File: src/rtl/i2c_bus_arbiter.sv
// i2c_bus_arbiter
//   Shares a single i2c_master between NUM_REQ independent clients. A
//   round-robin search picks one pending client at a time. The arbiter
//   latches that client's command onto the master inputs and pulses the
//   master's write or read enable for one cycle. It then waits for the
//   master to finish, or for the timeout to expire, and returns the read
//   data and status to the granted client. A programmable idle gap is
//   inserted before the next grant.
//
// Ports
//   clk, reset        system clock, synchronous active-low reset
//   req_valid         per-client request, held by the client until req_accept
//   req_read          per-client direction (1 = read, 0 = write)
//   req_chip_addr     7 bits per client, client i at [7i+6:7i]
//   req_reg_addr      8 bits per client, client i at [8i+7:8i]
//   req_wdata         8 bits per client, client i at [8i+7:8i]
//   req_accept        one-cycle pulse to the winner when its command is latched
//   rsp_done          one-cycle pulse to the owner when the transaction ends
//   rsp_data          read data (0 on timeout), held between pulses
//   rsp_status        master status captured with rsp_done, held between pulses
//   rsp_timeout       pulses together with rsp_done when the wait was aborted
//   m_chip_addr, m_reg_addr, m_data_in, m_write_en, m_read_en
//                     command interface to the i2c_master
//   m_done, m_busy, m_data_out, m_status
//                     completion interface from the i2c_master
module i2c_bus_arbiter #(
  parameter int NUM_REQ = 2,
  parameter int TXN_GAP = 0,
  parameter int TIMEOUT = 65535
) (
  input  logic                   clk,
  input  logic                   reset,
  input  logic [NUM_REQ-1:0]     req_valid,
  input  logic [NUM_REQ-1:0]     req_read,
  input  logic [7*NUM_REQ-1:0]   req_chip_addr,
  input  logic [8*NUM_REQ-1:0]   req_reg_addr,
  input  logic [8*NUM_REQ-1:0]   req_wdata,
  output logic [NUM_REQ-1:0]     req_accept,
  output logic [NUM_REQ-1:0]     rsp_done,
  output logic [7:0]             rsp_data,
  output logic [2:0]             rsp_status,
  output logic                   rsp_timeout,
  output logic [6:0]             m_chip_addr,
  output logic [7:0]             m_reg_addr,
  output logic [7:0]             m_data_in,
  output logic                   m_write_en,
  output logic                   m_read_en,
  input  logic                   m_done,
  input  logic                   m_busy,
  input  logic [7:0]             m_data_out,
  input  logic [2:0]             m_status
);

  localparam int PW = (NUM_REQ > 1) ? $clog2(NUM_REQ) : 1;
  localparam logic [PW-1:0] PTR_INIT = PW'(NUM_REQ - 1);
  // Final count values: the gap lasts max(TXN_GAP,1) cycles, and the
  // timeout fires on the TIMEOUT-th cycle spent waiting.
  localparam logic [15:0] GAP_LAST = (TXN_GAP > 1) ? 16'(TXN_GAP - 1) : 16'd0;
  localparam logic [15:0] TO_LAST  = (TIMEOUT > 0) ? 16'(TIMEOUT - 1) : 16'd0;

  typedef enum logic [1:0] {S_IDLE, S_ISSUE, S_WAIT, S_GAP} state_t;

  state_t        state;
  logic [PW-1:0] rr_ptr;   // last winner; also the owner of the transaction in flight
  logic [15:0]   cnt;      // shared by the wait timeout and the idle gap

  logic          win_found;
  logic [PW-1:0] win_idx;
  logic [PW-1:0] cand;
  logic [6:0]    win_chip;
  logic [7:0]    win_reg;
  logic [7:0]    win_wdata;
  logic          win_read;

  // Round-robin search that starts just after the last winner and wraps.
  // The command fields of the winner are then picked out of the flat buses.
  always_comb begin
    win_found = 1'b0;
    win_idx   = rr_ptr;
    cand      = '0;
    for (int k = 1; k <= NUM_REQ; k++) begin
      cand = PW'((int'(rr_ptr) + k) % NUM_REQ);
      if (!win_found && req_valid[cand]) begin
        win_found = 1'b1;
        win_idx   = cand;
      end
    end
    win_chip  = '0;
    win_reg   = '0;
    win_wdata = '0;
    win_read  = 1'b0;
    for (int i = 0; i < NUM_REQ; i++) begin
      if (win_idx == PW'(i)) begin
        win_chip  = req_chip_addr[7*i +: 7];
        win_reg   = req_reg_addr[8*i +: 8];
        win_wdata = req_wdata[8*i +: 8];
        win_read  = req_read[i];
      end
    end
  end

  always_ff @(posedge clk) begin
    if (!reset) begin
      state       <= S_IDLE;
      rr_ptr      <= PTR_INIT;
      cnt         <= '0;
      req_accept  <= '0;
      rsp_done    <= '0;
      rsp_data    <= '0;
      rsp_status  <= '0;
      rsp_timeout <= 1'b0;
      m_chip_addr <= '0;
      m_reg_addr  <= '0;
      m_data_in   <= '0;
      m_write_en  <= 1'b0;
      m_read_en   <= 1'b0;
    end else begin
      req_accept  <= '0;
      rsp_done    <= '0;
      rsp_timeout <= 1'b0;
      m_write_en  <= 1'b0;
      m_read_en   <= 1'b0;
      case (state)
        S_IDLE: begin
          // The enable is raised together with the accept, so it is high
          // exactly for the single cycle spent in S_ISSUE.
          if (win_found && !m_busy) begin
            req_accept  <= NUM_REQ'(1) << win_idx;
            m_chip_addr <= win_chip;
            m_reg_addr  <= win_reg;
            m_data_in   <= win_wdata;
            m_write_en  <= !win_read;
            m_read_en   <= win_read;
            rr_ptr      <= win_idx;
            state       <= S_ISSUE;
          end
        end
        S_ISSUE: begin
          // m_done is deliberately not looked at here.
          cnt   <= '0;
          state <= S_WAIT;
        end
        S_WAIT: begin
          // A completion arriving on the same cycle as the timeout wins.
          if (m_done) begin
            rsp_done   <= NUM_REQ'(1) << rr_ptr;
            rsp_data   <= m_data_out;
            rsp_status <= m_status;
            cnt        <= '0;
            state      <= S_GAP;
          end else if (TIMEOUT != 0 && cnt == TO_LAST) begin
            rsp_done    <= NUM_REQ'(1) << rr_ptr;
            rsp_timeout <= 1'b1;
            rsp_data    <= '0;
            rsp_status  <= m_status;
            cnt         <= '0;
            state       <= S_GAP;
          end else begin
            cnt <= cnt + 16'd1;
          end
        end
        S_GAP: begin
          if (cnt == GAP_LAST) begin
            state <= S_IDLE;
          end else begin
            cnt <= cnt + 16'd1;
          end
        end
        default: state <= S_IDLE;
      endcase
    end
  end

endmodule

File: config.mk
export PLATFORM = sky130hd
export DESIGN_NAME = i2c_bus_arbiter
export DESIGN_NICKNAME = d
export VERILOG_FILES = /design/src/rtl/i2c_bus_arbiter.sv
export SDC_FILE = /design/constraint.sdc
export NUM_CORES = 1
export LEC_CHECK = 0
export ABC_AREA = 1
export BUFFER_PORTS_ARGS = -buffer_cell sky130_fd_sc_hd__buf_2
export CAP_MARGIN = 20
export CELL_PAD_IN_SITES_DETAIL_PLACEMENT = 1
export CELL_PAD_IN_SITES_GLOBAL_PLACEMENT = 2
export CORE_UTILIZATION = 28
export CTS_BUF_LIST = sky130_fd_sc_hd__clkbuf_4 sky130_fd_sc_hd__clkbuf_8 sky130_fd_sc_hd__clkbuf_16
export DETAILED_ROUTE_END_ITERATION = 16
export GPL_TIMING_DRIVEN = 0
export MAX_ROUTING_LAYER = met4
export PLACE_DENSITY = 0.82
export SLEW_MARGIN = 20
export SYNTH_ARGS = -nofsm -noshare
export SYNTH_HDL_FRONTEND = slang
export SYNTH_SLANG_ARGS = --single-unit
export TNS_END_PERCENT = 20
File: constraint.sdc
create_clock -name clk -period 2.3 [get_ports clk]
set_clock_uncertainty 0.1 [all_clocks]
set_input_delay 0.46 -clock clk [delete_from_list [all_inputs] [get_ports clk]]
set_output_delay 0.46 -clock clk [all_outputs]
set_load 0.01 [all_outputs]
-- Word-level counts from Yosys, hierarchy flattened
Cells that the tools add are included.
- muxes and demuxes: 28
- add/subtract/negate cells: 3
- shift-type cells: 2
- bitwise logic cells: 2
- div/mod/pow operators: 0
- equal/unequal tests: 8
- order comparisons: 2
- multipliers: 0
- reduce and logical (&&, ||, !) cells: 16
- operator list (cell ; count):
    $mux W16 ; 3
    $pmux W16 S3 ; 1
    $mux W8 ; 4
    $add A16 B1 Y16 const B ; 1
    $eq A16 B16 Y1 const B ; 1
    $logic_not A16 Y1 ; 1
    $mux W2 ; 6
    $mux W1 ; 10
    $pmux W2 S4 ; 1
    $reduce_and A2 Y1 ; 4
    $mux W7 ; 1
    $mux W3 ; 2
    $ne A2 B2 Y1 const B ; 3
    $reduce_and A3 Y1 ; 2
    $eq A2 B2 Y1 const B ; 2
    $lt A1 B2 Y1 const B ; 2
    $shl A1 B1 Y2 const A ; 2
    $logic_not A1 Y1 ; 3
    $ne A3 B3 Y1 const B ; 1
    $reduce_bool A3 Y1 ; 1
    $reduce_or A3 Y1 ; 1
    $add A1 B1 Y1 const B ; 2
    $eq A2 B1 Y1 const B ; 1
    $logic_and A1 B1 Y1 ; 2
    other kinds (3) ; 4
- latch bits: 0
- memory bits (writable): 0
- output and inout port bits: 41
- input bits: 65
- memories: 0
- register bits after elaboration: 60
- logic and storage cells: 74
- ROM bits: 0

-- Logic depth before layout (Yosys ltp)
- depth after elaboration: 10
- depth in mapped cells: 12
- depth with buffers taken out: 11

-- Least setup slack after synthesis
No wires, ideal clock.
- path kind: register to register
- from: register cnt[0]
- to: register cnt[6]
- path buffers: 1
- data arrival time: 1.293 ns
- cell stages (with the launch flop): 13
- data required time: 2.085 ns
- setup slack: 0.792 ns
- library setup time: 0.115 ns
- clock period less this slack: 1.508 ns
- path through: dfxtp_1 -> inv_1 -> ha_1 -> nand2_1 -> nor2_2 -> nand3_4 -> nand2_8 -> inv_4 -> buf_6 -> nand2_1 -> nand2_1 -> nand2_1 -> nor2_1
- cells in the longest elaborated chain, start to end: 4
- elaborated cells between the ends (all ways): 9
- ends and longest elaborated chain (element ; RTL line ; RTL):
    start: declaration ; 65 ; logic [15:0] cnt;
    start signal: assignment ; 159 ; cnt <= cnt + 16'd1;
    start signal: assignment ; 166 ; cnt <= cnt + 16'd1;
    $add A16 B1 Y16 or $eq A16 B16 Y1 (tied branches) ; 159, 166, 151 ;
    $mux W16 ; 151 ; end else if (TIMEOUT != 0 && cnt == TO_LAST) begin
    $mux W16 ; 145 ; if (m_done) begin
    $pmux W16 S3 ; 123 ; case (state)
Several ways; a longest one is shown, not always the timed one. The select of a mux whose other input is x is not followed.
A chain may end at the register's enable or synchronous reset.

-- Worst setup path in the final report
- from: register state[0]
- to: register cnt[4]
- cells in the longest elaborated chain, start to end: 3
- elaborated cells between the ends (all ways): 7
- ends and longest elaborated chain (element ; RTL line ; RTL):
    start: declaration ; 63 ; state_t state;
    start signal: assignment ; 104 ; state <= S_IDLE;
    start signal: assignment ; 135 ; state <= S_ISSUE;
    start signal: assignment ; 141 ; state <= S_WAIT;
    $eq A2 B2 Y1 or $eq A2 B1 Y1 (tied branches) ; 123 ;
    $ne A2 B2 Y1 (no line) or $reduce_bool A3 Y1 (tied branches) ; - ;
    $reduce_and A2 Y1 (no line) ; - ;
Several ways; a longest one is shown, not always the timed one.

==> flow_summary.yaml <==
outcome:
  outcome: "finished clean"
grt:
  gr-total-overflow: 0
  antenna_found_initial: 1
  use_met1_pct: 21.5
  grt_util_met3_pct: 5.01
  met2_usage_pct: 30.4
  busiest_layer: "met2"
  grt_pass1_wl_mm: 15.6
  grt_max_degree: 12
  grt_pass1_vias: 3323
  grt_usage_pct: 18.3
worst_setup_path:
  path_buf_inv: 3
  max_stage_delay_ns: 0.32
  required_ns: 2.46
  regToRegSetupSlack_ns: 0.50
  rr_startpoint: "state[0]$_SDFFE_PN0P_"
  cpMostUsedCell: "nand3_1"
  critPathCaptureType: "flop"
  cp_max_fo: 10
  rr_worst_depth: 8
  worstPathCellList: "inv_1 -> ha_1 -> clkbuf_1 -> nand3_1 -> nand3_1 -> nand2_1 -> buf_4 -> a21oi_1"
  cpLargestDelayFamily: "buffers and inverters"
  slowest_stage: "dfxtp_1"
  r2r_end: "cnt[4]$_SDFFE_PN0P_"
  path_class: "reg2reg"
  critPathLaunchType: "flop"
  worst_ep_arrival_time_ns: 1.96
yosys:
  synth_seq_cells: 60
  synthCells: 441
  ys_warn_count: 0
  synth_top_cell_by_area: "dfxtp_1"
  synthDistinctLibCells: 29
  netlist_area_sq_mm: 0.00299
  synth-main-ff-cell: "dfxtp_1"
  yosysTopAreaCellShare_pct: 40.1
  synth.net_count: 512
  synth_edf_count: 0
  yosys-top-cells-area: "dfxtp_1 40%, nand2_1 18%, nand3_1 7.9%"
  async_flop_share_pct: 0
  syn_avg_cell_area_sq_um: 6.79
  ys_seq_area_share_pct: 40.1
placement:
  placed_cells: 682
  dp_hpwl_mm: 7.18
  portBuffers: 105
  gp_congestion: 0.761
  dpl_cell_area_sq_mm: 0.00369
routing:
  route.detailed.drc: 0
  routed_wl_mm: 9.25
  ant_nets: 0
  dr.pass1.iters: 4
  vias: 3190
  drtIter0Drc: 148
  routedWlPerCell_microns: 13.2
  vias_per_cell: 4.56
clock_network:
  post_cts_buffers: 0
  cts_sinks: 60
  cts_inserted_buffers: 9
  cts_hold_buf: 0
  root_buffer: "clkbuf_8"
  post_cts_resized: 0
  cts_tree: "built"
  path_clk_slew_ns: 0.08
  clkLatencyLatePin_ns: 0.34
  cts_htree_levels: 3
  clk_path_buf_depth: 2
worst_hold_path:
  hp-class: "in2reg"
  whs_path_depth: 2
  min_from: "m_done"
  holdPathEnd: "rsp_timeout$_SDFF_PP0_"
floorplanning:
  ioPinCount: 106
  dieHeight_microns: 105
  die_x_microns: 105
  start_util_pct: 29.0
  core.rowCount: 37
  die_area_sq_mm: 0.0111
  coreArea_sq_mm: 0.0103
finish:
  fin_nets: 628
  syn_to_final_growth_pct: 29.6
  layout_common_cells: "142 x nand2_1, 112 x buf_2, 60 x dfxtp_1, 52 x inv_1, 47 x nand3_1"
  fin_area_sq_mm: 0.00388
  seqCellArea_sq_mm: 0.00120
  n_fill_cell: 1383
  layout_commonest_cell: "nand2_1"
  multi_input_area_sq_mm: 0.00148
  final_util_pct: 37.6
  final_layout_size_suffix_gt1_share_pct: 26.0
  final_cells: 699
sta:
  setup_tns_ns: 0
  period_minus_slack_ns: 1.80
  rsz0062_at_grt: "no"
  setup_violations: 0
  slew_viol_final: 0
  hold_viol_final: 0
  fin_crit_sh_pct: 78.2
  fmax_mhz: 556
  worstMarginPinSlew_ns: 0.500
  timing.hold.ws_ns: 0.225
  worst_slew_margin_rel_pct: 66.7
power_and_ir_drop:
  p_leak_uw: 0.00192
  peakVddDrop_uv: 341
  p_int_uw: 2090
  p_sw_share_pct: 38.9
  p_sw_uw: 1330
  power_density_mw_per_mm2: 881
  clkPwrFrac_pct: 26.5
  combPwrFrac_pct: 36.1
  p_seq_share_pct: 37.4
flow_run:
  maxCapViolations: 0
routing by layer:
layer	routed length, microns	part of all wire [%]
met1	4320	47
met5	0	0
met2	4390	47
met3	477	5.2
met4	71	0.77
metrics by stage:
stage,worst slack [ns],power [uW]
finish,0.502,3420
floorplan,0.792,2110
global placement,0.465,2530
global route,0.304,3670
CTS,0.441,3490
detailed placement,0.424,2560
registers in the layout, summed over array words and instances, names as in the netlist, 2 cells and up:
| register | cells |
|---|---|
| m_reg_addr | 8 |
| rsp_done | 2 |
| m_chip_addr | 7 |
| rsp_data | 8 |
| rsp_status | 3 |
| cnt | 16 |
| req_accept | 2 |
| m_data_in | 8 |
| state | 2 |
worst max-delay path by stage:
stage / startpoint / cells past startpoint / slack [ns] / endpoint
after global placement: req_valid[1] / 9 / 0.46 / m_chip_addr[6]$_SDFFE_PN0P_
after detailed placement: req_valid[1] / 9 / 0.42 / m_data_in[4]$_SDFFE_PN0P_
final: state[0]$_SDFFE_PN0P_ / 8 / 0.50 / cnt[4]$_SDFFE_PN0P_
after floorplan: cnt[0]$_SDFFE_PN0P_ / 12 / 0.79 / cnt[6]$_SDFFE_PN0P_
after global routing: cnt[0]$_SDFFE_PN0P_ / 9 / 0.30 / cnt[14]$_SDFFE_PN0P_
after CTS: state[0]$_SDFFE_PN0P_ / 8 / 0.44 / cnt[4]$_SDFFE_PN0P_
logic make-up after synthesis:
family | synth area share (%)
buffers and inverters | 10.4
adder cells (fa/ha/maj) | 2.51
AO/OA/AOI/OAI | 10.6
flip-flops | 40.1
AND/OR/NAND/NOR | 36.4
Yosys cell counts, types with 2 or more instances:
| cell | n |
|---|---|
| a21oi_1 | 20 |
| buf_2 | 7 |
| buf_6 | 3 |
| clkbuf_1 | 7 |
| dfxtp_1 | 60 |
| ha_1 | 6 |
| inv_1 | 52 |
| nand2_1 | 142 |
| nand2_2 | 2 |
| nand3_1 | 47 |
| nand4_1 | 4 |
| nor2_1 | 45 |
| nor2_2 | 5 |
| o211ai_1 | 23 |
| o21bai_1 | 4 |
final cells by class:
type                    instances  area share [%]
multi-input cells             308            38.2
flip-flops and latches         60            31.0
repair buffers                105            13.5
inverters                      55            5.39
well taps                     136            4.39
clock buffers                  11            3.90
plain buffers                  18            2.65
clock inverters                 5           0.935
diodes                          1          0.0645
power groups by stage:
| stage | combinational (uW) | clock (uW) | sequential [uW] |
|---|---|---|---|
| final | 1230 | 905 | 1280 |
| after detailed placement | 1260 | 0 | 1300 |
| after global placement | 1240 | 0 | 1290 |
| after floorplan | 764 | 0 | 1350 |
| after global routing | 1390 | 980 | 1300 |
| after CTS | 1260 | 941 | 1280 |
Note: power is estimated with default switching activity, not from simulation.
